<file path="src/rtl/pipe_stage_reg.sv">
// Elastic valid/ready pipeline register: STAGES deep, WIDTH wide, with synchronous flush and occupancy count.
// Define PIPE_PERF_EN to add saturating stall/bubble cycle counters (stall_cnt_o, bubble_cnt_o).

module pipe_stage_reg_slot #(
  parameter int WIDTH          = 64,
  parameter int CLEAR_ON_FLUSH = 1
) (
  input  logic             CLK,
  input  logic             RST,
  input  logic             flush_i,
  input  logic             en_i,
  input  logic             src_valid_i,
  input  logic [WIDTH-1:0] src_data_i,
  output logic             valid_o,
  output logic [WIDTH-1:0] data_o
);
  logic             v_q, v_d;
  logic [WIDTH-1:0] d_q, d_d;

  always_comb begin
    v_d = v_q;
    d_d = d_q;
    if (flush_i) begin
      v_d = 1'b0;
      if (CLEAR_ON_FLUSH != 0) d_d = '0;
    end else if (en_i) begin
      v_d = src_valid_i;
      // a bubble moves only the valid bit; the payload stays put to avoid toggling
      if (src_valid_i) d_d = src_data_i;
    end
  end

  always_ff @(posedge CLK or posedge RST) begin
    if (RST) begin
      v_q <= 1'b0;
      d_q <= '0;
    end else begin
      v_q <= v_d;
      d_q <= d_d;
    end
  end

  assign valid_o = v_q;
  assign data_o  = d_q;
endmodule

module pipe_stage_reg #(
  parameter int WIDTH          = 64,
  parameter int STAGES         = 1,
  parameter int CLEAR_ON_FLUSH = 1
) (
  input  logic                          CLK,
  input  logic                          RST,
  input  logic                          flush_i,
  input  logic                          in_valid_i,
  input  logic [WIDTH-1:0]              in_data_i,
  output logic                          in_ready_o,
  output logic                          out_valid_o,
  output logic [WIDTH-1:0]              out_data_o,
  input  logic                          out_ready_i,
  output logic [$clog2(STAGES+1)-1:0]   count_o
`ifdef PIPE_PERF_EN
  ,
  output logic [31:0]                   stall_cnt_o,
  output logic [31:0]                   bubble_cnt_o
`endif
);
  localparam int CW = $clog2(STAGES+1);

  // index 0 is the upstream source, index k+1 is the output of stage k
  logic [STAGES:0]            vld_pipe;
  logic [STAGES:0][WIDTH-1:0] dat_pipe;
  logic [STAGES-1:0]          rdy;

  assign vld_pipe[0]   = in_valid_i;
  assign dat_pipe[0]   = in_data_i;
  assign rdy[STAGES-1] = !vld_pipe[STAGES] | out_ready_i;

  genvar k;
  for (k = 0; k < STAGES; k++) begin : g_stage
    if (k < STAGES-1) begin : g_rdy
      assign rdy[k] = !vld_pipe[k+1] | rdy[k+1];
    end
    pipe_stage_reg_slot #(
      .WIDTH         (WIDTH),
      .CLEAR_ON_FLUSH(CLEAR_ON_FLUSH)
    ) u_slot (
      .CLK        (CLK),
      .RST        (RST),
      .flush_i    (flush_i),
      .en_i       (rdy[k]),
      .src_valid_i(vld_pipe[k]),
      .src_data_i (dat_pipe[k]),
      .valid_o    (vld_pipe[k+1]),
      .data_o     (dat_pipe[k+1])
    );
  end

  logic          in_fire, out_fire;
  logic [CW-1:0] cnt_q, cnt_d;

  assign in_ready_o  = rdy[0] & !flush_i;
  assign out_valid_o = vld_pipe[STAGES];
  assign out_data_o  = dat_pipe[STAGES];
  assign in_fire     = in_valid_i & in_ready_o;
  assign out_fire    = vld_pipe[STAGES] & out_ready_i;

  always_comb begin
    cnt_d = cnt_q;
    if (flush_i)                   cnt_d = '0;
    else if (in_fire && !out_fire) cnt_d = cnt_q + CW'(1);
    else if (!in_fire && out_fire) cnt_d = cnt_q - CW'(1);
  end

  always_ff @(posedge CLK or posedge RST) begin
    if (RST) cnt_q <= '0;
    else     cnt_q <= cnt_d;
  end

  assign count_o = cnt_q;

`ifdef PIPE_PERF_EN
  logic [31:0] stall_cnt_q, stall_cnt_d, bubble_cnt_q, bubble_cnt_d;

  // saturating; flush deliberately leaves both counters alone
  always_comb begin
    stall_cnt_d  = stall_cnt_q;
    bubble_cnt_d = bubble_cnt_q;
    if (out_valid_o && !out_ready_i && stall_cnt_q != 32'hFFFF_FFFF)
      stall_cnt_d = stall_cnt_q + 32'd1;
    if (!out_valid_o && bubble_cnt_q != 32'hFFFF_FFFF)
      bubble_cnt_d = bubble_cnt_q + 32'd1;
  end

  always_ff @(posedge CLK or posedge RST) begin
    if (RST) begin
      stall_cnt_q  <= '0;
      bubble_cnt_q <= '0;
    end else begin
      stall_cnt_q  <= stall_cnt_d;
      bubble_cnt_q <= bubble_cnt_d;
    end
  end

  assign stall_cnt_o  = stall_cnt_q;
  assign bubble_cnt_o = bubble_cnt_q;
`endif
endmodule

</file>
<file path="config.mk">
export PLATFORM = sky130hd
export DESIGN_NAME = pipe_stage_reg
export DESIGN_NICKNAME = d
export VERILOG_FILES = /design/src/rtl/pipe_stage_reg.sv
export SDC_FILE = /design/constraint.sdc
export NUM_CORES = 1
export LEC_CHECK = 0
export ABC_CLOCK_PERIOD_IN_PS = 2300
export BUFFER_PORTS_ARGS = -buffer_cell sky130_fd_sc_hd__buf_2
export CAP_MARGIN = 10
export CELL_PAD_IN_SITES_DETAIL_PLACEMENT = 2
export CELL_PAD_IN_SITES_GLOBAL_PLACEMENT = 2
export CORE_ASPECT_RATIO = 0.9
export CORE_MARGIN = 1.5
export CORE_UTILIZATION = 27
export CTS_BUF_LIST = sky130_fd_sc_hd__clkbuf_4 sky130_fd_sc_hd__clkbuf_8
export DETAILED_ROUTE_END_ITERATION = 10
export PLACE_DENSITY = 0.92
export SKIP_CTS_REPAIR_TIMING = 1
export SYNTH_ARGS = -nofsm -noshare
export SYNTH_HDL_FRONTEND = slang
export SYNTH_SLANG_ARGS = --single-unit
</file>
<file path="constraint.sdc">
create_clock -name CLK -period 2.3 [get_ports CLK]
set_input_delay 0.23 -clock CLK [delete_from_list [all_inputs] [get_ports CLK]]
set_output_delay 0.23 -clock CLK [all_outputs]
set_load 0.01 [all_outputs]
</file>
==> impl_metrics.json, run 1 <==
{
  "status": "completed",
  "final_nets": 492,
  "p_int_mw": 1.878,
  "cts-buffers-inserted": 9,
  "synth_nets": 373,
  "hold_viol": 0,
  "antenna_found_initial": 0,
  "seq_power_share_pct": 47.9,
  "initial_core_util_pct": 27.79,
  "grt_overflow": 0,
  "clock_path_buffers": 2,
  "hpwl_um": 6735,
  "path_max_fanout": 36,
  "cpMaxStageDelayCell": "nand2b_2",
  "tritoncts": "done",
  "drt_iter0_drc": 125,
  "drt_drc_violations_left": 0,
  "root_buffer": "clkbuf_8",
  "vias": 2855,
  "layout_common_cells": "buf_2, a21oi_1, dfrtp_1",
  "fin_crit_sh_pct": 69.74,
  "drt-wirelength-per-cell_um": 17.88,
  "combPwrFrac_pct": 15.4,
  "fin_skew_ns": 0.004158,
  "clkPwrFrac_pct": 36.7,
  "avgSynthCellArea_um2": 9.409,
  "fp.dieW_um": 111.5,
  "io_pins": 136,
  "yosysTopAreaCellShare_pct": 57.74,
  "yosysSeqAreaShare_pct": 57.74,
  "final_cells": 557,
  "power_mw": 2.632,
  "cp.required_ns": 2.56,
  "antenna_left": 0,
  "final_common_cell": "buf_2",
  "yosysUniqueCellTypes": 15,
  "p_per_area_nw_per_um2": 688.7,
  "row_count": 35,
  "firstDrtPassIters": 4,
  "n_antenna_cell": 0,
  "io_buffer_count": 135,
  "die_h_um": 100.6,
  "drv_cap": 0,
  "clock-sinks": 66,
  "ir_drop_mv": 0.2558,
  "netlist_area_um2": 2860,
  "grtUsageTotal_pct": 18.49,
  "hp-class": "in2reg",
  "tightestPinTransition_ns": 0.7248,
  "leakage_nw": 1.906,
  "yosys_warnings": 0,
  "yosysTopAreaCell": "dfrtp_1",
  "slowest_delay_ns": 0.52,
  "dpl.cell_count": 540,
  "ys_ff_latch": 66,
  "vias_per_cell": 5.126,
  "critical_path.top_delay_family": "simple AND/OR/NAND/NOR gates",
  "grt_pass1_wl_um": 16310,
  "coreArea_um2": 10290,
  "cts_max_level": 3,
  "p_switching_uw": 753.2,
  "swShare_pct": 28.62,
  "fin_tns_setup_ns": 0,
  "fmax_mhz": 623.4,
  "globalplace.congestion": 0.6620,
  "netlist_top_cells_area": "dfrtp_1, a21oi_1, nand3_1",
  "crit_path_end_kind": "flop",
  "fin_crit_ns": 1.604,
  "rsz0062_at_grt": "no",
  "synthToLayoutAreaGrowth_pct": 33.60,
  "grt_max_degree": 67,
  "arrival_ns": 1.86,
  "syn_inst": 304,
  "setup_violations": 0,
  "die-area_um2": 11220,
  "routed_wl_um": 9961,
  "grt_pass1_vias": 3168,
  "path_cells": "nand2b_2 -> buf_12 -> nand3_1 -> a21oi_1",
  "crit_type": "reg2reg",
  "layout-drive-gt1-share_pct": 37.85,
  "cp-start-kind": "flop",
  "slew_headroom_pct": 51.68,
  "slew_violations": 0,
  "clk_latency_ns": 0.34,
  "clkTransAtPathRegs_ns": 0.08,
  "crit_buf_inv": 1
}
==> area by class of cell <==
| type | count | area (um^2) |
|---|---|---|
| clock buffers | 9 | 123.9 |
| repair buffers | 143 | 788.3 |
| multi-input cells | 201 | 1018 |
| well taps | 129 | 161.4 |
| fillers | 1169 | 6470 |
| inverters | 2 | 7.507 |
| clock inverters | 7 | 70.07 |
| flip-flops and latches | 66 | 1652 |
==> registers in the layout, indices dropped and copies added (netlist names) <==
| signal | flops |
|---|---|
| g_stage.u_slot.data_o | 64 |
| count_o | 1 |
| g_stage.u_slot.valid_o | 1 |
==> synth_stat cells, drive strengths merged <==
library cell,count
inv,2
nand3,65
nand3b,1
clkbuf,8
o21ai,64
nor2,1
a21oi,66
buf,27
a21o,1
dfrtp,66
nand2b,2
and2b,1
==> cells by family after synthesis <==
logic type	share of synthesized area, %
buffers and inverters	6.780
and+or+nand+nor	12.47
AOI/OAI and AO/OA	23.01
DFF	57.74
==> tightest hold or removal path, stage by stage <==
cell,delay (ns)
buf_2,0.10
nand3_1,0.05
a21oi_1,0.05
==> power by group through the flow <==
stage | sequential [mW] | clock (mW) | combinational, mW
after floorplan | 1.31 | 0 | 0.187
after global placement | 1.28 | 0 | 0.390
after detailed placement | 1.28 | 0 | 0.410
after CTS | 1.26 | 1.01 | 0.411
after global routing | 1.27 | 1.06 | 0.451
final | 1.26 | 0.965 | 0.405
==> path summary, 6_finish.rpt <==
path	start	end	slack (ns)	cells past startpoint
worst max-delay path	g_stage[0].u_slot.valid_o$_DFFE_PP0P_	g_stage[0].u_slot.data_o[11]$_DFFE_PP0P_	0.70	4
worst min-delay path	in_data_i[27]	g_stage[0].u_slot.data_o[27]$_DFFE_PP0P_	0.13	3
worst max register to register	g_stage[0].u_slot.valid_o$_DFFE_PP0P_	g_stage[0].u_slot.data_o[11]$_DFFE_PP0P_	0.70	4
worst min register to register	g_stage[0].u_slot.data_o[43]$_DFFE_PP0P_	g_stage[0].u_slot.data_o[43]$_DFFE_PP0P_	0.56	2
max in group asynchronous	RST	g_stage[0].u_slot.valid_o$_DFFE_PP0P_	1.37	4
min in group asynchronous	RST	g_stage[0].u_slot.data_o[34]$_DFFE_PP0P_	0.34	3
==> metal layers <==
layer	GRT usage (%)	part of all wire, %
met5	0	0
met4	4.382	0.57
met3	4.630	5.4
met2	32.04	49
met1	23.44	45
==> per-stage QoR <==
stage | hold slack [ns] | util, % | area [um^2] | worst slack, ns
global route | 0.1188 | 37.13 | 3821 | 0.5368
finish | 0.1324 | 37.13 | 3821 | 0.6959
detailed placement | 0.1537 | 35.15 | 3617 | 0.6915
CTS | -0.2262 | 37.03 | 3811 | 0.6743
global placement | 0.1461 | 35.15 | 3617 | 0.7843
floorplan | 0.3724 | - | 2860 | 0.4152
No activity file was read; power rests on OpenSTA's default activity.
==> run 2: changes to the inputs <==
--- a/config.mk
+++ b/config.mk
@@ -5,14 +5,15 @@
 export SDC_FILE = /design/constraint.sdc
 export NUM_CORES = 1
 export LEC_CHECK = 0
-export ABC_CLOCK_PERIOD_IN_PS = 2300
+export ABC_AREA = 1
+export ABC_CLOCK_PERIOD_IN_PS = 1600
 export BUFFER_PORTS_ARGS = -buffer_cell sky130_fd_sc_hd__buf_2
 export CAP_MARGIN = 10
 export CELL_PAD_IN_SITES_DETAIL_PLACEMENT = 2
 export CELL_PAD_IN_SITES_GLOBAL_PLACEMENT = 2
 export CORE_ASPECT_RATIO = 0.9
 export CORE_MARGIN = 1.5
-export CORE_UTILIZATION = 27
+export CORE_UTILIZATION = 26
 export CTS_BUF_LIST = sky130_fd_sc_hd__clkbuf_4 sky130_fd_sc_hd__clkbuf_8
 export DETAILED_ROUTE_END_ITERATION = 10
 export PLACE_DENSITY = 0.92
==> constraint.sdc (replaced) <==
create_clock -name CLK -period 1.6 [get_ports CLK]
set_input_delay 0.16 -clock CLK [delete_from_list [all_inputs] [get_ports CLK]]
set_output_delay 0.16 -clock CLK [all_outputs]
set_load 0.01 [all_outputs]
==> impl_metrics.json, run 2 <==
{
  "status": "completed",
  "die-area_um2": 11020,
  "netlist_area_um2": 2703,
  "crit_path_end_kind": "flop",
  "setup_violations": 0,
  "grtUsageTotal_pct": 15.92,
  "synth_nets": 368,
  "drt_drc_violations_left": 0,
  "synth.most_common_cell": "nand2_1",
  "firstDrtPassIters": 4,
  "fin_skew_ns": 0.008244,
  "final_cells": 569,
  "slew_violations": 0,
  "die_h_um": 99.72,
  "rsz0062_at_grt": "no",
  "final_common_cell": "nand2_1",
  "layout_common_cells": "nand2_1, buf_2, nand3_1, dfrtp_1, clkbuf_8",
  "hold_viol": 0,
  "hpwl_um": 6242,
  "antenna_found_initial": 0,
  "p_per_area_nw_per_um2": 1023,
  "vias_per_cell": 4.578,
  "power_mw": 3.795,
  "tritoncts": "done",
  "coreArea_um2": 10160,
  "ff_latch_area_um2": 1652,
  "fin_crit_ns": 1.375,
  "vias": 2605,
  "async_flop_share_pct": 100.0,
  "synth_ff_type": "dfrtp_1",
  "leakage_nw": 2.242,
  "path_max_fanout": 31,
  "globalplace.congestion": 0.7687,
  "grt_pass1_wl_um": 14050,
  "fin_util_pct": 36.51,
  "yosysUniqueCellTypes": 13,
  "ir_drop_mv": 0.4335,
  "routed_wl_um": 8663,
  "drt_iter0_drc": 57,
  "yosysSeqAreaShare_pct": 61.11,
  "multi_input_area_um2": 897.1,
  "synth_edf_count": 0,
  "row_count": 35,
  "fin_crit_sh_pct": 85.91,
  "final_nets": 504,
  "clkTransAtPathRegs_ns": 0.08,
  "drv_cap": 0,
  "clock-sinks": 66,
  "layout-drive-gt1-share_pct": 37.27,
  "fill_cells": 1185,
  "ys_ff_latch": 66,
  "netlist_top_cells_area": "dfrtp_1, nand2_1, nand3_1",
  "syn_inst": 299,
  "dpl.cell_count": 551,
  "root_buffer": "clkbuf_8",
  "yosysTopAreaCellShare_pct": 61.11,
  "initial_core_util_pct": 26.60,
  "cp-start-kind": "flop",
  "grt_max_degree": 67,
  "fmax_mhz": 727.5,
  "largest_register_ffs": 64,
  "synth_common_cells": "nand2_1, dfrtp_1, nand3_1",
  "cts_max_level": 3,
  "antenna_left": 0,
  "tightestPinTransition_ns": 0.3860,
  "slew_headroom_pct": 74.27,
  "fin_tns_setup_ns": 0,
  "holdWs_ns": 0.02354,
  "yosys_warnings": 0,
  "clk_latency_ns": 0.33,
  "n_antenna_cell": 0,
  "grt_overflow": 0,
  "hp-class": "in2reg",
  "clock_path_buffers": 2,
  "cp.required_ns": 1.82,
  "fp.dieW_um": 110.5,
  "arrival_ns": 1.60,
  "drt-wirelength-per-cell_um": 15.22,
  "io_pins": 136,
  "grt_pass1_vias": 2790,
  "crit_type": "reg2reg",
  "cts-buffers-inserted": 9,
  "synthToLayoutAreaGrowth_pct": 37.27,
  "yosysTopAreaCell": "dfrtp_1",
  "avgSynthCellArea_um2": 9.039,
  "io_buffer_count": 135
}
-- run 2: report_power, final --
group	switching (mW)	total, mW	internal [mW]
logic	0.320	0.525	0.205
clock network	0.645	1.44	0.797
registers	0.0600	1.83	1.77
total	1.03	3.79	2.77
-- run 2: kinds of logic after synthesis --
group / share of synthesized area, %
and+or+nand+nor: 32.64
AOI/OAI and AO/OA: 0.5554
DFF: 61.11
buffers and inverters: 5.695
-- run 2: worst max-delay path: stages (launching register included) --
cell and delay (ns):
dfrtp_1 0.47, nand2_2 0.12, nand2_4 0.11, buf_4 0.32, nand2_1 0.12, nand2_1 0.09, nor2_1 0.04
-- run 2: path summary, 6_finish.rpt --
check	startpoint	end	slack, ns	cells after the start
hold / removal	in_data_i[36]	g_stage[0].u_slot.data_o[36]$_DFFE_PP0P_	0.02	3
setup reg to reg	g_stage[0].u_slot.valid_o$_DFFE_PP0P_	count_o$_DFFE_PP0P_	0.23	6
hold reg to reg	g_stage[0].u_slot.data_o[0]$_DFFE_PP0P_	g_stage[0].u_slot.data_o[0]$_DFFE_PP0P_	0.51	2
setup / recovery	g_stage[0].u_slot.valid_o$_DFFE_PP0P_	count_o$_DFFE_PP0P_	0.23	6
max in group asynchronous	RST	g_stage[0].u_slot.data_o[23]$_DFFE_PP0P_	0.81	4
min in group asynchronous	RST	g_stage[0].u_slot.data_o[16]$_DFFE_PP0P_	0.46	4
-- run 2: layout make-up --
cell class | instances | area share, %
inverters | 5 | 0.6071
flip-flops and latches | 66 | 44.52
well taps | 129 | 4.351
multi-input cells | 209 | 24.18
clock buffers | 11 | 4.081
clock inverters | 5 | 1.417
repair buffers | 144 | 20.84
-- run 2: metrics by stage --
stage | cell area [um^2] | setup slack [ns]
final | 3710 | 0.2255
after global routing | 3710 | 0.1056
after CTS | 3690 | 0.2014
after detailed placement | 3486 | 0.2337
after global placement | 3486 | 0.3428
after floorplan | 2706 | 0.4687
-- run 2: per-layer routing --
metal  global-route usage [%]  part of all wire (%)
met1                    19.17                    43
met3                    4.936                   6.0
met5                        0                     0
met4                    4.241                  0.95
met2                    27.78                    50
==> run 3: changes to the inputs <==
--- a/config.mk
+++ b/config.mk
@@ -16,8 +16,10 @@
 export CORE_UTILIZATION = 26
 export CTS_BUF_LIST = sky130_fd_sc_hd__clkbuf_4 sky130_fd_sc_hd__clkbuf_8
 export DETAILED_ROUTE_END_ITERATION = 10
+export MAX_ROUTING_LAYER = met4
 export PLACE_DENSITY = 0.92
 export SKIP_CTS_REPAIR_TIMING = 1
 export SYNTH_ARGS = -nofsm -noshare
 export SYNTH_HDL_FRONTEND = slang
+export SYNTH_HIERARCHICAL = 1
 export SYNTH_SLANG_ARGS = --single-unit
==> impl_metrics.json, run 3 <==
{
  "netlist_area_um2": 3167,
  "syn_inst": 433,
  "arrival_ns": 1.60,
  "n_antenna_cell": 0,
  "yosysSeqAreaShare_pct": 52.15,
  "io_pins": 136,
  "fin_crit_sh_pct": 83.45,
  "layout-drive-gt1-share_pct": 28.80,
  "ff_latch_area_um2": 1652,
  "firstDrtPassIters": 4,
  "antenna_found_initial": 0,
  "cts-buffers-inserted": 9,
  "cp-start-kind": "flop",
  "crit_type": "reg2reg",
  "clock_path_buffers": 2,
  "power_mw": 4.537,
  "fin_tns_setup_ns": 0,
  "cp.required_ns": 1.87,
  "grt_max_degree": 69,
  "async_flop_share_pct": 100.0,
  "yosysTopAreaCellShare_pct": 52.15,
  "grtUsageTotal_pct": 17.99,
  "vias": 3218,
  "grt_pass1_vias": 3501,
  "clkPwrFrac_pct": 42.9,
  "swShare_pct": 26.99,
  "status": "completed",
  "layout_common_cells": "buf_2, nand2_1, inv_1",
  "combPwrFrac_pct": 15.6,
  "p_int_mw": 3.312,
  "path_max_fanout": 35,
  "hold_viol": 0,
  "fp.dieW_um": 119.3,
  "drt_drc_violations_left": 0,
  "fin_crit_ns": 1.335,
  "path_common_cell": "nand2_1",
  "clock-sinks": 66,
  "cpMaxStageDelayCell": "dfrtp_1",
  "fmax_mhz": 749.0,
  "p_per_area_nw_per_um2": 1057,
  "grt_pass1_wl_um": 17800,
  "grt_overflow": 0,
  "antenna_left": 0,
  "ys_ff_latch": 66,
  "yosysTopAreaCell": "dfrtp_1",
  "avgSynthCellArea_um2": 7.314,
  "coreArea_um2": 11980,
  "globalplace.congestion": 0.7367,
  "synth_common_cells": "nand2_1, inv_1, dfrtp_1, nor2_1, nand3_1",
  "p_switching_mw": 1.225,
  "drt-wirelength-per-cell_um": 14.98,
  "setup_violations": 0,
  "root_buffer": "clkbuf_8",
  "vias_per_cell": 4.433,
  "synthToLayoutAreaGrowth_pct": 35.56,
  "fin_skew_ns": 0.01454,
  "row_count": 38,
  "rsz0062_at_grt": "no",
  "synth_nets": 502,
  "yosysUniqueCellTypes": 12,
  "fin_util_pct": 35.83,
  "netlist_top_cells_area": "dfrtp_1, nand2_1, nand3_1",
  "slew_violations": 0,
  "drt_iter0_drc": 111,
  "fill_cells": 1463,
  "slew_headroom_pct": 71.98,
  "seq_power_share_pct": 41.5,
  "synth.most_common_cell": "nand2_1",
  "die_h_um": 107.7,
  "crit_buf_inv": 1,
  "final_common_cell": "buf_2",
  "tightestPinTransition_ns": 0.4203,
  "largest_register_ffs": 64,
  "clk_latency_ns": 0.33,
  "initial_core_util_pct": 26.43,
  "hpwl_um": 7697,
  "multi_input_area_um2": 1104,
  "critical_path.top_delay_family": "simple AND/OR/NAND/NOR gates",
  "clkTransAtPathRegs_ns": 0.09,
  "synth_ff_type": "dfrtp_1",
  "final_nets": 630,
  "synth_edf_count": 0,
  "ir_drop_mv": 0.3212,
  "die-area_um2": 12850,
  "crit_path_end_kind": "flop",
  "hp-class": "in2reg",
  "yosys_warnings": 6,
  "tritoncts": "done",
  "io_buffer_count": 135,
  "drv_cap": 0,
  "path_cells": "nand2_1 -> nand2_2 -> buf_4 -> nand3_1 -> nand2_1",
  "leakage_nw": 2.696,
  "routed_wl_um": 10880,
  "slowest_delay_ns": 0.43,
  "cts_max_level": 3
}
run 3: changes by cell type in the layout (fill, tap and decap cells not counted), sizes merged, moves of 2 or more:
cell,previous run,this run
nor2,2,66
nand2,138,136
bufinv,1,4
inv,4,69
run 3: final cells by class:
| type | instances | share of cell area (%) |
|---|---|---|
| sequential | 66 | 38.47 |
| multi-input combinational | 270 | 25.71 |
| timing repair buffer | 144 | 18.54 |
| inverter | 70 | 6.208 |
| tap | 160 | 4.663 |
| clock buffer | 10 | 3.206 |
| clock inverter | 6 | 3.206 |
run 3: power by group through the flow:
| stage | Clock (mW) | Sequential, mW | Combinational (mW) |
|---|---|---|---|
| 6_report | 1.95 | 1.88 | 0.709 |
| 3_3_place_gp | 0 | 1.90 | 0.687 |
| 2_1_floorplan | 0 | 1.96 | 0.317 |
| 5_1_grt | 2.08 | 1.90 | 0.803 |
| 3_5_place_dp | 0 | 1.92 | 0.726 |
| 4_1_cts | 2.01 | 1.89 | 0.728 |
run 3: kinds of logic after synthesis:
kind of cell	synth area share [%]
compound gates	0.4740
buf+inv	13.08
flops	52.15
simple gates	34.30
run 3: per-stage QoR:
| stage | cell area, um^2 | worst slack [ns] | hold WS, ns | std cells |
|---|---|---|---|---|
| floorplan | 3171 | 0.4363 | -0.1113 | 433 |
| global placement | 4008 | 0.3628 | 0.02691 | 709 |
| detailed placement | 4008 | 0.2642 | 0.03939 | 709 |
| CTS | 4283 | 0.2402 | -0.3290 | 725 |
| global route | 4293 | 0.1076 | 0.1185 | 726 |
| finish | 4293 | 0.2649 | 0.1161 | 726 |
run 3: worst register-to-register path, delay by kind of cell, from the launching register on:
| kind | cells | cell delay (ns) |
|---|---|---|
| flops | 1 | 0.43 |
| simple gates | 4 | 0.49 |
| buf+inv | 1 | 0.36 |
run 3: path summary, 6_finish.rpt:
check,depth (start not counted),slack (ns),to,start
worst min register to register,2,0.51,g_stage[0].u_slot/data_o[23]$_DFFE_PP0P_,g_stage[0].u_slot/data_o[23]$_DFFE_PP0P_
worst max-delay path,5,0.26,g_stage[0].u_slot/data_o[44]$_DFFE_PP0P_,g_stage[0].u_slot/valid_o$_DFFE_PP0P_
worst max register to register,5,0.26,g_stage[0].u_slot/data_o[44]$_DFFE_PP0P_,g_stage[0].u_slot/valid_o$_DFFE_PP0P_
min in group asynchronous,3,0.24,count_o$_DFFE_PP0P_,RST
worst min-delay path,5,0.12,g_stage[0].u_slot/data_o[17]$_DFFE_PP0P_,in_data_i[17]
max in group asynchronous,4,0.82,g_stage[0].u_slot/data_o[31]$_DFFE_PP0P_,RST
run 3: metal layers:
| metal | share of wire (%) | global-route usage, % |
|---|---|---|
| met1 | 44 | 21.20 |
| met2 | 52 | 32.37 |
| met3 | 3.8 | 3.125 |
| met4 | 0.53 | 3.997 |
| met5 | 0 | - |
